## src/rtl/branch_history_table_206.sv

```systemverilog
// Fetch-side branch predictor: a table of 2-bit saturating counters that is swept
// to weak not-taken after reset, then trained by resolved branches. It also keeps hit/miss statistics.
module branch_history_table_206 #(
    parameter int INDEX_W = 6
) (
    input  logic        clk,
    input  logic        rst,
    input  logic [31:0] PredPC,
    output logic        PredTaken,
    output logic        Ready,
    input  logic        UpdValid,
    input  logic [31:0] UpdPC,
    input  logic        UpdTaken,
    input  logic        UpdPredTaken,
    output logic        Mispredict,
    output logic [31:0] BranchCount,
    output logic [31:0] MispredictCount
);

    localparam int DEPTH = 1 << INDEX_W;

    typedef enum logic {
        ST_INIT = 1'b0,
        ST_RUN  = 1'b1
    } state_e;

    state_e             state_q, state_d;
    logic [INDEX_W-1:0] ptr_q, ptr_d;
    logic               ready_q, ready_d;
    logic               mispredict_q, mispredict_d;
    logic [31:0]        branch_cnt_q, branch_cnt_d;
    logic [31:0]        misp_cnt_q, misp_cnt_d;

    logic [1:0]         table_q [DEPTH];

    logic [INDEX_W-1:0] pred_idx;
    logic [INDEX_W-1:0] upd_idx;
    logic               upd_fire;
    logic               upd_miss;
    logic [1:0]         upd_ctr;
    logic [1:0]         upd_ctr_next;

    // Word-aligned PCs: the two low bits never select an entry.
    assign pred_idx = PredPC[INDEX_W+1:2];
    assign upd_idx  = UpdPC[INDEX_W+1:2];

    logic unused_pc_bits;
    assign unused_pc_bits = ^{PredPC[31:INDEX_W+2], PredPC[1:0], UpdPC[31:INDEX_W+2], UpdPC[1:0]};

    assign upd_fire = (state_q == ST_RUN) && UpdValid;
    assign upd_miss = upd_fire && (UpdTaken != UpdPredTaken);
    assign upd_ctr  = table_q[upd_idx];

    always_comb begin
        upd_ctr_next = upd_ctr;
        if (UpdTaken) begin
            if (upd_ctr != 2'b11) upd_ctr_next = upd_ctr + 2'd1;
        end else begin
            if (upd_ctr != 2'b00) upd_ctr_next = upd_ctr - 2'd1;
        end
    end

    always_comb begin
        state_d      = state_q;
        ptr_d        = ptr_q;
        mispredict_d = 1'b0;
        branch_cnt_d = branch_cnt_q;
        misp_cnt_d   = misp_cnt_q;
        case (state_q)
            ST_INIT: begin
                ptr_d = ptr_q + INDEX_W'(1);
                if (ptr_q == {INDEX_W{1'b1}}) state_d = ST_RUN;
            end
            ST_RUN: begin
                mispredict_d = upd_miss;
                if (upd_fire) branch_cnt_d = branch_cnt_q + 32'd1;
                if (upd_miss) misp_cnt_d = misp_cnt_q + 32'd1;
            end
            default: state_d = ST_INIT;
        endcase
        ready_d = (state_d == ST_RUN);
    end

    always_ff @(posedge clk) begin
        if (rst) begin
            state_q      <= ST_INIT;
            ptr_q        <= '0;
            ready_q      <= 1'b0;
            mispredict_q <= 1'b0;
            branch_cnt_q <= 32'd0;
            misp_cnt_q   <= 32'd0;
        end else begin
            state_q      <= state_d;
            ptr_q        <= ptr_d;
            ready_q      <= ready_d;
            mispredict_q <= mispredict_d;
            branch_cnt_q <= branch_cnt_d;
            misp_cnt_q   <= misp_cnt_d;
        end
    end

    // Table has no reset of its own; the INIT sweep defines every entry.
    always_ff @(posedge clk) begin
        if (!rst) begin
            if (state_q == ST_INIT) begin
                table_q[ptr_q] <= 2'b01;
            end else if (upd_fire) begin
                table_q[upd_idx] <= upd_ctr_next;
            end
        end
    end

    assign PredTaken       = ready_q & table_q[pred_idx][1];
    assign Ready           = ready_q;
    assign Mispredict      = mispredict_q;
    assign BranchCount     = branch_cnt_q;
    assign MispredictCount = misp_cnt_q;

endmodule

```

## config.mk

```make
export PLATFORM = sky130hd
export DESIGN_NAME = branch_history_table_206
export DESIGN_NICKNAME = d
export VERILOG_FILES = /design/src/rtl/branch_history_table_206.sv
export SDC_FILE = /design/constraint.sdc
export NUM_CORES = 1
export LEC_CHECK = 0
export ABC_AREA = 0
export CAP_MARGIN = 20
export CELL_PAD_IN_SITES_DETAIL_PLACEMENT = 1
export CELL_PAD_IN_SITES_GLOBAL_PLACEMENT = 1
export CORE_ASPECT_RATIO = 1.1
export CORE_MARGIN = 2
export CORE_UTILIZATION = 44
export CTS_CLUSTER_DIAMETER = 60
export DETAILED_ROUTE_END_ITERATION = 10
export PLACE_DENSITY = 0.86
export SYNTH_ARGS = -nofsm -noshare
export SYNTH_HDL_FRONTEND = slang
export SYNTH_SLANG_ARGS = --single-unit
export TNS_END_PERCENT = 10
```

## constraint.sdc

```tcl
create_clock -name clk -period 5.65 [get_ports clk]
set_clock_uncertainty 0.15 [all_clocks]
set_input_delay 0.8475 -clock clk [delete_from_list [all_inputs] [get_ports clk]]
set_output_delay 0.8475 -clock clk [all_outputs]
set_load 0.005 [all_outputs]
```

---- Word level (Yosys, flattened, before mapping) ----
Memory sizes are Yosys's and may differ from the RTL's.
Index checks and enable logic that the tools add are counted.
cells by class
  add/subtract/negate cells ............... 5
  eq/ne operators ......................... 3
  muxes and demuxes ....................... 15
  bitwise logic cells ..................... 2
  reduce and logical (&&, ||, !) cells .... 7
operators with widths
  operator               count
  $add 32x1->32 const B  2
  $mux 1                 10
  $mux 2                 4
  $add 6x1->6 const B    1
  $eq 6x6->1 const B     1
  $mux 6                 1
  $reduce_and 2->1       2
  $reduce_or 2->1        2
  $add 2x1->2 const B    1
  $logic_and 1x1->1      2
  $ne 2x2->1 const B     1
  $reduce_bool 2->1      1
  $sub 2x1->2 const B    1
  $and 1x1->1            1
  $ne 1x1->1             1
  $not 1->1              1
storage, ports and cells
  bits in registers ....................... 72
  memory bits (writable) .................. 128
  input bits .............................. 69
  output and inout bits ................... 67
  memories ................................ 1
memories
  name     depth  bits a word  read ports  clocked after memory_dff  wr ports  RTL line  RTL
  table_q  64     2            2           0                         1         34        logic [1:0] table_q [DEPTH];

---- Longest topological paths before layout ----
Gate-level depths: netlist (run 1).
  depth in word-level cells ............... 7
  depth in mapped cells ................... 10

---- Worst setup path before layout (run 1) ----
No wires, ideal clock.
  path kind ............................... input to register
  start ................................... input port UpdPC[2]
  end ..................................... memory table_q[0][0] (data pin)
  data arrival time ....................... 4.358 ns
  slack ................................... 0.611 ns
  cell stages on the path ................. 9
  buffers on the path ..................... 2
  path through ............................ buf_2 buf_2 mux4_2 nor3b_1 nor4_1 o31ai_1 o41a_1 a21oi_1 o21bai_1
between the ends
  longest elaborated chain between the ends .. 5
  elaborated cells between the ends (all ways) .. 9
  classes of those cells .................. add/sub: 2; eq/ne: 1; mux: 4; reduce/logical: 1; memory: 1
RTL lines
  element                                    RTL line  RTL
  start, declared                            12        input logic [31:0] UpdPC,
  $mem_v2 64x2 (*)                           -
  $sub 2x1->2, or another cell as far along  59        if (upd_ctr != 2'b00) upd_ctr_next = upd_ctr - 2'd1;
  $mux 2 (on tied branches)                  59, 57
  $mux 2 (*)                                 56        if (UpdTaken) begin
  $mux 2 (no source line) (*)                -
  end, declared                              34
Mark *: on every way between the ends. The rest lies on a longest branch, timed or not.

---- Final worst setup path (run 1) ----
  start ................................... input port PredPC[2]
  end ..................................... output port PredTaken
between the ends
  longest elaborated chain between the ends .. 2
RTL lines
  element          RTL line  RTL
  start, declared  8         input logic [31:0] PredPC,
  $mem_v2 64x2     -
  $and 1x1->1      113       assign PredTaken = ready_q & table_q[pred_idx][1];
  end, declared    9         output logic PredTaken,
No other way between the ends.

==> impl_metrics.toml, run 1 <==
[setup_path]
cp-start-kind = "input port"
critical_path.max_fanout = 16
max_stage_delay_ps = 550
crit_path_end_kind = "output pin"
r2r_slack_ps = 2300
cp_common_cell = "mux4_2"
cp_slowest_cell = "mux4_2"
worst_ep_arrival_time_ps = 3960
timing_worst_setup_path_type = "in2out"
critical_path_required_ps = 4650
crit_chain = "clkdlybuf4s50_1 > buf_4 > mux4_2 > mux4_2 > mux4_2 > and2_1 > clkdlybuf4s50_1"

[logic_synthesis]
synth_edf_count = 128
synth_common_cells = "142 x nor2_1, 128 x edfxtp_1, 72 x dfxtp_1, 60 x nand2_1, 49 x mux4_2"
ys_async_sr_fraction = 0
ys_ff_latch = 200
synth_top_area_frac = 0.425
ys_warn_count = 0
ys.flop_type = "edfxtp_1"
syn-num-nets = 796
yosysSeqAreaShare = 0.584
synthCells = 724
synth_area_mm2 = 0.00905
yosysMostFrequentCell = "nor2_1"
yosysUniqueCellTypes = 43
ys_top_cells_by_area = "edfxtp_1 42%, dfxtp_1 16%, mux4_2 12%"
syn_avg_cell_area_um2 = 12.5
synth_top_area_cell = "edfxtp_1"

[sta]
setup_viol = 0
hold_viol = 0
finalSetupTns_ps = 0
rsz0062_at_grt = "false"
fin_crit_ps = 4960
fmax_mhz = 202
fin_hold_ws_ps = 363
min_period_over_period = 0.877
worst_slew_pin_slew_ps = 878
max-slew-margin-rel = 0.414
maxSlewViolCount = 0

[floorplanning]
die_x_um = 141
io_pins = 136
die_h_um = 154
coreArea_mm2 = 0.0204
initial_utilization = 0.444
die_area_mm2 = 0.0217
std_cell_rows = 55

[drt]
routed-via-count = 6267
drc = 0
dr.first_iter.drc_count = 536
via_per_inst = 5.83
ant_nets = 0
wl_per_cell_um = 22.2
drt-pass1-iter-count = 5
finalWirelength_um = 23900

[clock_network]
cts_root_buf = "clkbuf_16"
clock_latency_ps = 440
cts_tree = "done"
postCtsSetupBuffers = 0
ctsHoldBuffers = 0
clockBufferDepth = 2
cts.sinks = 200
h-tree-depth = 4
cts-resized-gates = 0
clk_pin_slew_ps = 60
cts_made_buffers = 17

[global_route]
grt_first_pass_wirelength_um = 37700
antenna_found_initial = 1
gr-usage-all-layers = 0.226
gr-usage-met2 = 0.396
grt_overflow_total = 0
grt.met3_usage = 0.0443
grt_max_degree = 75
use_met1 = 0.271
busiest_layer = "met2"
grt_pass1_vias = 6758

[power]
ir_worst_vdd_v = 0.000187
power_density_mw_per_mm2 = 273
p_leak_nw = 3.78

[cells_and_area]
fin_nets = 877
fillers = 2062
instances_no_fill = 1075
syn_to_final_growth_pct = 19.1
layout-drive-gt1-share = 0.125

[placed_design]
io_buffer_count = 83
dp_hpwl_um = 16600
gp_congestion = 0.868
dp.cells = 1042

[hold_path]
hp-class = "reg2reg"

[status]
run_status = "finished, final reports clean"

[run]
maxCapViolations = 0
[worst paths after layout]
| kind | from | to | cells past startpoint |
|---|---|---|---|
| worst min register to register | BranchCount[1] | BranchCount[1] | 2 |
| worst max-delay path | PredPC[2] | PredTaken | 7 |
| worst min-delay path | BranchCount[1] | BranchCount[1] | 2 |
| worst max register to register | table_q[0][0] | table_q[53][0] | 7 |
[registers in the layout (all words and copies together) (netlist names)]
register         flops
table_q            128
MispredictCount     32
Ready                1
ptr_q                6
BranchCount         32
Mispredict           1
[layout make-up]
class	count	area, um^2	share of cell area
flip-flops and latches	200	5290	0.490
repair buffers	94	911	0.0845
diodes	1	2.50	0.000232
inverters	2	7.51	0.000697
clock inverters	9	97.6	0.00906
clock buffers	23	522	0.0484
multi-input cells	490	3630	0.337
well taps	256	320	0.0297
[report_power, final]
part	internal (mW)	switching [mW]	leakage [nW]
registers	1.54	0.00445	1.97
clock network	0.724	0.545	0.309
logic	0.0545	0.0791	1.50
[cell usage in the layout, fill, tap and decap left out, types with 6 or more instances in the layout]
master           synthesis  routed
mux4_2                  49      49
o21ai_0                 16      16
clkbuf_16                0      20
nand3b_1                 6       6
nor3_1                   6       6
mux2i_1                 15      15
xor2_1                  46      46
or3_1                    7       7
xnor2_1                 15      15
mux2_2                   7       7
and2_1                   6       6
a21oi_1                 12      11
clkdlybuf4s50_1          0      80
buf_4                    2      10
edfxtp_1               128     128
nand4_1                  8       8
and3_1                  16      16
nand3_1                 27      27
nor2b_1                 12      12
nand2b_1                 6       6
dfxtp_1                 72      72
nor2_1                 142     142
nand2_1                 60      60
[metrics by stage]
| step | utilization | power, mW | area [um^2] | setup WS, ps |
|---|---|---|---|---|
| final | 0.529 | 2.95 | 10800 | 694 |
| after global routing | 0.529 | 3.03 | 10800 | 633 |
| after CTS | 0.529 | 2.96 | 10800 | 710 |
| after detailed placement | 0.498 | 1.71 | 10200 | 708 |
| after global placement | 0.498 | 1.70 | 10200 | 724 |
| after floorplan | - | 1.66 | 9050 | 611 |
[worst max-delay path, delay by kind of cell]
kind | cells | cell delay, ps
muxes | 3 | 1640
buffers and inverters | 3 | 1280
and+or+nand+nor | 1 | 180
[cell families after synthesis]
kind of cell	count (synthesis)	share of synthesized area
simple gates	304	0.152
flops	200	0.584
mux	71	0.147
xor+xnor	61	0.0591
compound gates	51	0.0361
buf+inv	34	0.0170
fa+ha+maj	3	0.00415
[metal layers]
layer | share of wire | vias up
met1 | 0.38 | 3161
met4 | 0.037 | 0
met3 | 0.055 | 55
met2 | 0.52 | 245
met5 | 0 | -
li1 | - | 2806
(Power assumes the default switching activity.)
==> run 2: changes to the inputs <==
Settings changed: ABC_CLOCK_PERIOD_IN_PS set to 5650.
==> results of run 2 <==
The final DEF is identical to that of run 1; final timing and power are the same.
